### config.mk
export PLATFORM = sky130hd
export DESIGN_NAME = rgb_encoder_frontend
export DESIGN_NICKNAME = d
export VERILOG_FILES = /design/src/rtl/rgb_mixer_pkg.sv /design/src/rtl/input_debouncer.sv /design/src/rtl/rgb_encoder_frontend.sv
export SDC_FILE = /design/constraint.sdc
export NUM_CORES = 1
export LEC_CHECK = 0
export ABC_CLOCK_PERIOD_IN_PS = 3520
export CORE_UTILIZATION = 63
export CTS_CLUSTER_SIZE = 28
export DETAILED_ROUTE_END_ITERATION = 16
export PLACE_DENSITY = 0.91
export SETUP_SLACK_MARGIN = 0.1
export SYNTH_ARGS = -nofsm -noshare
export SYNTH_HDL_FRONTEND = slang
export SYNTH_SLANG_ARGS = --single-unit
### constraint.sdc
create_clock -name clk -period 3.52 [get_ports clk]
set_clock_uncertainty 0.1 [all_clocks]
set_input_delay 0.704 -clock clk [delete_from_list [all_inputs] [get_ports clk]]
set_output_delay 0.704 -clock clk [all_outputs]
set_load 0.05 [all_outputs]
### src/rtl/rgb_mixer_pkg.sv
// rtl/rgb_mixer_pkg.sv - shared types and constants for the RGB mixer encoder front end
// Contents: channel_e (colour channel select), LEVEL_W_DEF (default level width),
//           AB_IDLE (quadrature detent rest state), next_channel (R->G->B->R).
package rgb_mixer_pkg;

    typedef enum logic [1:0] {
        CH_RED   = 2'd0,
        CH_GREEN = 2'd1,
        CH_BLUE  = 2'd2
    } channel_e;

    localparam int         LEVEL_W_DEF = 8;
    localparam logic [1:0] AB_IDLE     = 2'b11;

    // Channel code 3 is never produced; it falls back to red if ever seen.
    function automatic channel_e next_channel(input channel_e ch);
        channel_e nxt;
        case (ch)
            CH_RED:   nxt = CH_GREEN;
            CH_GREEN: nxt = CH_BLUE;
            default:  nxt = CH_RED;
        endcase
        return nxt;
    endfunction

endpackage

### src/rtl/input_debouncer.sv
// rtl/input_debouncer.sv - two-flop synchroniser followed by a stable-count debouncer
// Ports:
//   clk      in   system clock
//   rst      in   synchronous reset, active low
//   i_raw    in   asynchronous raw pin
//   o_level  out  debounced level (RESET_VAL out of reset)
// Parameters:
//   CYCLES    consecutive cycles the synced value must differ before it is accepted (>=1)
//   RESET_VAL value loaded into the sync flops and the debounced output on reset
module input_debouncer #(
    parameter int   CYCLES    = 1000,
    parameter logic RESET_VAL = 1'b1
) (
    input  logic clk,
    input  logic rst,
    input  logic i_raw,
    output logic o_level
);

    localparam int                CNT_W    = (CYCLES < 2) ? 1 : $clog2(CYCLES);
    localparam logic [CNT_W-1:0]  CNT_LAST = CNT_W'(CYCLES - 1);

    logic             r_sync0;
    logic             r_sync1;
    logic             r_deb;
    logic [CNT_W-1:0] r_cnt;

    // The counter only advances while the synced input disagrees with the
    // accepted level; any agreement clears it, so a glitch shorter than
    // CYCLES never reaches the output.
    always_ff @(posedge clk) begin
        if (!rst) begin
            r_sync0 <= RESET_VAL;
            r_sync1 <= RESET_VAL;
            r_deb   <= RESET_VAL;
            r_cnt   <= '0;
        end else begin
            r_sync0 <= i_raw;
            r_sync1 <= r_sync0;
            if (r_sync1 == r_deb) begin
                r_cnt <= '0;
            end else if (r_cnt == CNT_LAST) begin
                r_deb <= r_sync1;
                r_cnt <= '0;
            end else begin
                r_cnt <= r_cnt + CNT_W'(1);
            end
        end
    end

    assign o_level = r_deb;

endmodule

### src/rtl/rgb_encoder_frontend.sv
// rtl/rgb_encoder_frontend.sv - rotary encoder conditioning, detent decode and RGB level registers
// Ports:
//   clk          in   system clock
//   rst          in   synchronous reset, active low
//   encoder_A    in   raw quadrature phase A (idle high)
//   encoder_B    in   raw quadrature phase B (idle high)
//   encoder_btn  in   raw push button (1 = pressed)
//   red_level    out  red PWM duty cycle
//   green_level  out  green PWM duty cycle
//   blue_level   out  blue PWM duty cycle
//   sel_channel  out  active channel (0 = R, 1 = G, 2 = B)
//   step_cw      out  one-cycle pulse per clockwise detent
//   step_ccw     out  one-cycle pulse per counter-clockwise detent
import rgb_mixer_pkg::*;

module rgb_encoder_frontend #(
    parameter int DEBOUNCE_CYCLES = 1000,
    parameter int STEP            = 1,
    parameter int LEVEL_W         = LEVEL_W_DEF
) (
    input  logic               clk,
    input  logic               rst,
    input  logic               encoder_A,
    input  logic               encoder_B,
    input  logic               encoder_btn,
    output logic [LEVEL_W-1:0] red_level,
    output logic [LEVEL_W-1:0] green_level,
    output logic [LEVEL_W-1:0] blue_level,
    output logic [1:0]         sel_channel,
    output logic               step_cw,
    output logic               step_ccw
);

    localparam logic [LEVEL_W:0]   STEP_EXT  = (LEVEL_W + 1)'(STEP);
    localparam logic [LEVEL_W-1:0] LEVEL_MAX = {LEVEL_W{1'b1}};

    logic              w_deb_a;
    logic              w_deb_b;
    logic              w_deb_btn;
    logic [1:0]        w_ab;
    logic signed [3:0] w_delta;
    logic signed [3:0] w_acc_next;
    logic              w_btn_rise;

    logic [1:0]         r_prev_ab;
    logic signed [2:0]  r_acc;
    logic               r_step_cw;
    logic               r_step_ccw;
    logic               r_btn_prev;
    channel_e           r_sel;
    logic [LEVEL_W-1:0] r_red;
    logic [LEVEL_W-1:0] r_green;
    logic [LEVEL_W-1:0] r_blue;

    input_debouncer #(.CYCLES(DEBOUNCE_CYCLES), .RESET_VAL(1'b1)) u_deb_a (
        .clk     (clk),
        .rst     (rst),
        .i_raw   (encoder_A),
        .o_level (w_deb_a)
    );

    input_debouncer #(.CYCLES(DEBOUNCE_CYCLES), .RESET_VAL(1'b1)) u_deb_b (
        .clk     (clk),
        .rst     (rst),
        .i_raw   (encoder_B),
        .o_level (w_deb_b)
    );

    input_debouncer #(.CYCLES(DEBOUNCE_CYCLES), .RESET_VAL(1'b0)) u_deb_btn (
        .clk     (clk),
        .rst     (rst),
        .i_raw   (encoder_btn),
        .o_level (w_deb_btn)
    );

    // Saturating step in LEVEL_W+1 bits: the top bit is the carry on the way
    // up and the borrow on the way down.
    function automatic logic [LEVEL_W-1:0] apply_step(
        input logic [LEVEL_W-1:0] lvl,
        input logic               up,
        input logic               down
    );
        logic [LEVEL_W:0]   sum;
        logic [LEVEL_W:0]   diff;
        logic [LEVEL_W-1:0] res;
        sum  = {1'b0, lvl} + STEP_EXT;
        diff = {1'b0, lvl} - STEP_EXT;
        res  = lvl;
        if (up) begin
            res = sum[LEVEL_W] ? LEVEL_MAX : sum[LEVEL_W-1:0];
        end else if (down) begin
            res = diff[LEVEL_W] ? '0 : diff[LEVEL_W-1:0];
        end
        return res;
    endfunction

    // Quadrature transition classifier. Double-bit changes and no-change
    // both yield zero so the accumulator holds.
    always_comb begin
        w_ab    = {w_deb_a, w_deb_b};
        w_delta = 4'sd0;
        case ({r_prev_ab, w_ab})
            4'b11_10, 4'b10_00, 4'b00_01, 4'b01_11: w_delta = 4'sd1;
            4'b11_01, 4'b01_00, 4'b00_10, 4'b10_11: w_delta = -4'sd1;
            default:                                w_delta = 4'sd0;
        endcase
        // A full detent ends at +/-4, one beyond what the 3-bit accumulator
        // holds, so the final transition is judged in 4 bits.
        w_acc_next = {r_acc[2], r_acc} + w_delta;
    end

    always_ff @(posedge clk) begin
        if (!rst) begin
            r_prev_ab  <= AB_IDLE;
            r_acc      <= '0;
            r_step_cw  <= 1'b0;
            r_step_ccw <= 1'b0;
        end else begin
            r_step_cw  <= 1'b0;
            r_step_ccw <= 1'b0;
            r_prev_ab  <= w_ab;
            if (w_ab != r_prev_ab) begin
                if (w_ab == AB_IDLE) begin
                    // Back at the detent: emit a step only for a complete
                    // four-transition sweep, and always start afresh.
                    r_acc <= '0;
                    if (w_acc_next == 4'sd4) begin
                        r_step_cw <= 1'b1;
                    end else if (w_acc_next == -4'sd4) begin
                        r_step_ccw <= 1'b1;
                    end
                end else begin
                    r_acc <= w_acc_next[2:0];
                end
            end
        end
    end

    assign w_btn_rise = w_deb_btn & ~r_btn_prev;

    // The level update reads r_sel before this edge's advance, so a step that
    // coincides with a button edge lands on the old channel.
    always_ff @(posedge clk) begin
        if (!rst) begin
            r_btn_prev <= 1'b0;
            r_sel      <= CH_RED;
            r_red      <= '0;
            r_green    <= '0;
            r_blue     <= '0;
        end else begin
            r_btn_prev <= w_deb_btn;
            if (w_btn_rise) begin
                r_sel <= next_channel(r_sel);
            end
            if (r_sel == CH_RED) begin
                r_red <= apply_step(r_red, r_step_cw, r_step_ccw);
            end
            if (r_sel == CH_GREEN) begin
                r_green <= apply_step(r_green, r_step_cw, r_step_ccw);
            end
            if (r_sel == CH_BLUE) begin
                r_blue <= apply_step(r_blue, r_step_cw, r_step_ccw);
            end
        end
    end

    assign red_level   = r_red;
    assign green_level = r_green;
    assign blue_level  = r_blue;
    assign sel_channel = r_sel;
    assign step_cw     = r_step_cw;
    assign step_ccw    = r_step_ccw;

endmodule

==> metrics.txt <==
Slew Viols, Final 0; Clock Pin Slew Worst Setup and Hold Paths 80 ps; synth warn 0; setup TNS 0 ps; Placer Congestion 0.899; vias in the first global route 3383; Post-synth ARST share 0; Initial DRC Count 240; Post-CTS Resized 0; Vias/cell 6.20; CTS tree yes; static leakage 1.57 nW; number of port buffers 32; syn nets 519; Die Wd 81.8 µm; pwr dens about 320 nW/µm²; startpoint types flip-flop; final WL 8440 µm; Hold Slack 311 ps; register area share after synthesis 0.364; Starting Density 0.666; hold-fix buffer count after cts 0; gr usage total 0.270; critical path required time 2720 ps; first-pass GRT wire length approximately 14000 µm; crit path DAT 1990 ps; CTS root buf clkbuf_8; outcome finished clean; Synth Cell Area 4010 µm²; Fillers 445; First-pass DRT Iterations 4; Yosys reg bits between 70 and 80; cts bufs inserted 9; Hold WC Path Type flip-flop to flip-flop; core box area ~6000 µm²; vias 3680; Gate Count Post-Synth 497; RSZ-0062 raised after global routing false; # diodes 0; Slew HR 0.436; Wirelength per Cell 14.2 µm; Rows 28; Skew-Pair Late Insertion Delay 360 ps; measured slew at the worst slew-check pin 839 ps; CP startpoint step_cw; fin crit share 0.792; clk sinks 73; Netlist cell types 59; IO Count 33; Mean Syn Cell Area around 8.1 µm²; Final ANT Viol Nets 0; hold path startpoint u_deb_a.r_sync0; Setup violations, final 0; clock tree buffer depth 2; slowest stage delay, CP 920 ps; Buffers & Inverters on Critical Path 1; max cap viols 0; largest net degree at the start of global routing 32; Max Clk Rate approximately 360 MHz; CP delay by family, top buffers and inverters; final critical delay including setup and external delays 2790 ps; share of layout cells above drive strength 1 0.0501; post-place setup slack 891 ps; Syn-to-layout area delta 12.2%; EDFF count, synth 0; Worst VDD drop 0.000323 V; setup ws final 731 ps; postcts setup bufs 0; dominant synthesized flop cell dfxtp_1; Die ar. 6690 µm²; die height 81.8 µm; initial antenna violation count 0; crit-path max FO 16; gr ovfl total 0; final number of hold-violating endpoints 0; H-tree depth 3; drt drc 0; Final HPWL DP roughly 5800 µm; # nets final about 540; worst r2r src u_deb_a.o_level; ordered list of cells on the worst path clkdlybuf4s50_1; crit path capture type output port; Critical Path Slowest Stage Cell clkdlybuf4s50_1; WS Path Type flip-flop to output port
## sequential cells by signal, summed over array words and instances (netlist names), 2 cells and up
signal and count:
u_deb_btn.r_cnt 10, green_level 8, u_deb_b.r_cnt 10, r_acc 3, sel_channel 2, blue_level 8, r_prev_ab 2, u_deb_a.r_cnt 10
red_level 8
## metal layers
| layer | routed length [µm] | track usage | share of wire |
|---|---|---|---|
| met2 | 3970 | 0.462 | 0.47 |
| met5 | 0 | 0 | 0 |
| met1 | 3690 | 0.316 | 0.44 |
| met3 | 568 | 0.0522 | 0.067 |
| met4 | 204 | 0.142 | 0.024 |
## synth_stat cells (5+ instances only)
cell      instances  share of area
clkbuf_1         22          0.021
and3_1            5         0.0078
xor2_1           15          0.033
a31oi_1          10          0.016
xnor2_1          16          0.035
nor2_1           54          0.051
nand3_1          22          0.027
inv_1            25          0.023
mux2i_1           8          0.020
ha_1             16          0.050
nand4_1          15          0.023
nor3_1           15          0.019
nor3b_1           5         0.0094
dfxtp_1          73           0.36
or3_1             8          0.012
and2_1            6         0.0094
o21ai_0          19          0.024
o22ai_1           5         0.0078
nand2_1          45          0.042
a21oi_1          29          0.036
a221oi_1          5          0.011
nor2b_1           6         0.0094
nand2b_1          8          0.012
## logic make-up (layout without fill, tap and decap cells)
logic type	after synthesis	after routing	synth area share
multiplexers	10	10	0.0284
XOR/XNOR	31	31	0.0677
buffers and inverters	54	76	0.0543
AO/OA/AOI/OAI	102	102	0.165
adder cells (fa/ha/maj)	17	17	0.0549
flip-flops	73	73	0.364
AND/OR/NAND/NOR	210	210	0.265
## metrics by stage
step            util  power, mW  instance area [µm²]  cells
6_report       0.747       1.46                 4500    594
3_3_place_gp   0.718      0.873                 4320    578
4_1_cts        0.747       1.47                 4500    594
5_1_grt        0.747       1.50                 4500    594
3_5_place_dp   0.718      0.874                 4320    578
2_1_floorplan      -      0.864                 4010    497
## final cells by class
| cell class | count | area [µm²] | area share |
|---|---|---|---|
| clock inverters | 7 | 52.6 | 0.0117 |
| inverters | 25 | 93.8 | 0.0209 |
| well taps | 75 | 93.8 | 0.0209 |
| multi-input cells | 370 | 2330 | 0.518 |
| flip-flops and latches | 73 | 1460 | 0.325 |
| clock buffers | 9 | 124 | 0.0275 |
| repair buffers | 35 | 343 | 0.0762 |
## layout by cell type, fill, tap and decap left out, drive strengths merged, types with 3 or more instances in the layout
cell type,instances
nor3,15
nand4,15
clkinv,3
o311ai,3
and4,4
xor2,15
buf,3
or4,4
o31ai,3
ha,16
nand2,45
and2,6
inv,28
clkdlybuf4s50,32
nor2,55
mux2i,8
and3,5
a211oi,4
xnor2,16
nor4,5
nor2b,6
a22oi,3
o21ai,20
a21oi,29
a221oi,5
o22ai,5
or3b,3
clkbuf,9
or3,8
nor3b,5
nand3,22
nand2b,8
a31oi,10
dfxtp,73
## power breakdown
group          switching (mW)  total [mW]  leakage (nW)  internal, mW
Sequential            0.00194       0.831         0.590         0.829
Combinational          0.0142      0.0232         0.894       0.00908
Clock                   0.344       0.605        0.0904         0.262
Total                   0.360        1.46          1.57          1.10
## worst paths after layout
path / slack, ps / to / depth (start not counted)
setup / recovery: 730 / step_cw / 1
hold / removal: 310 / u_deb_a.r_sync1 / 1
setup reg to reg: 880 / step_ccw / 11
hold reg to reg: 310 / u_deb_a.r_sync1 / 1
Note: power is estimated with default switching activity, not from simulation.
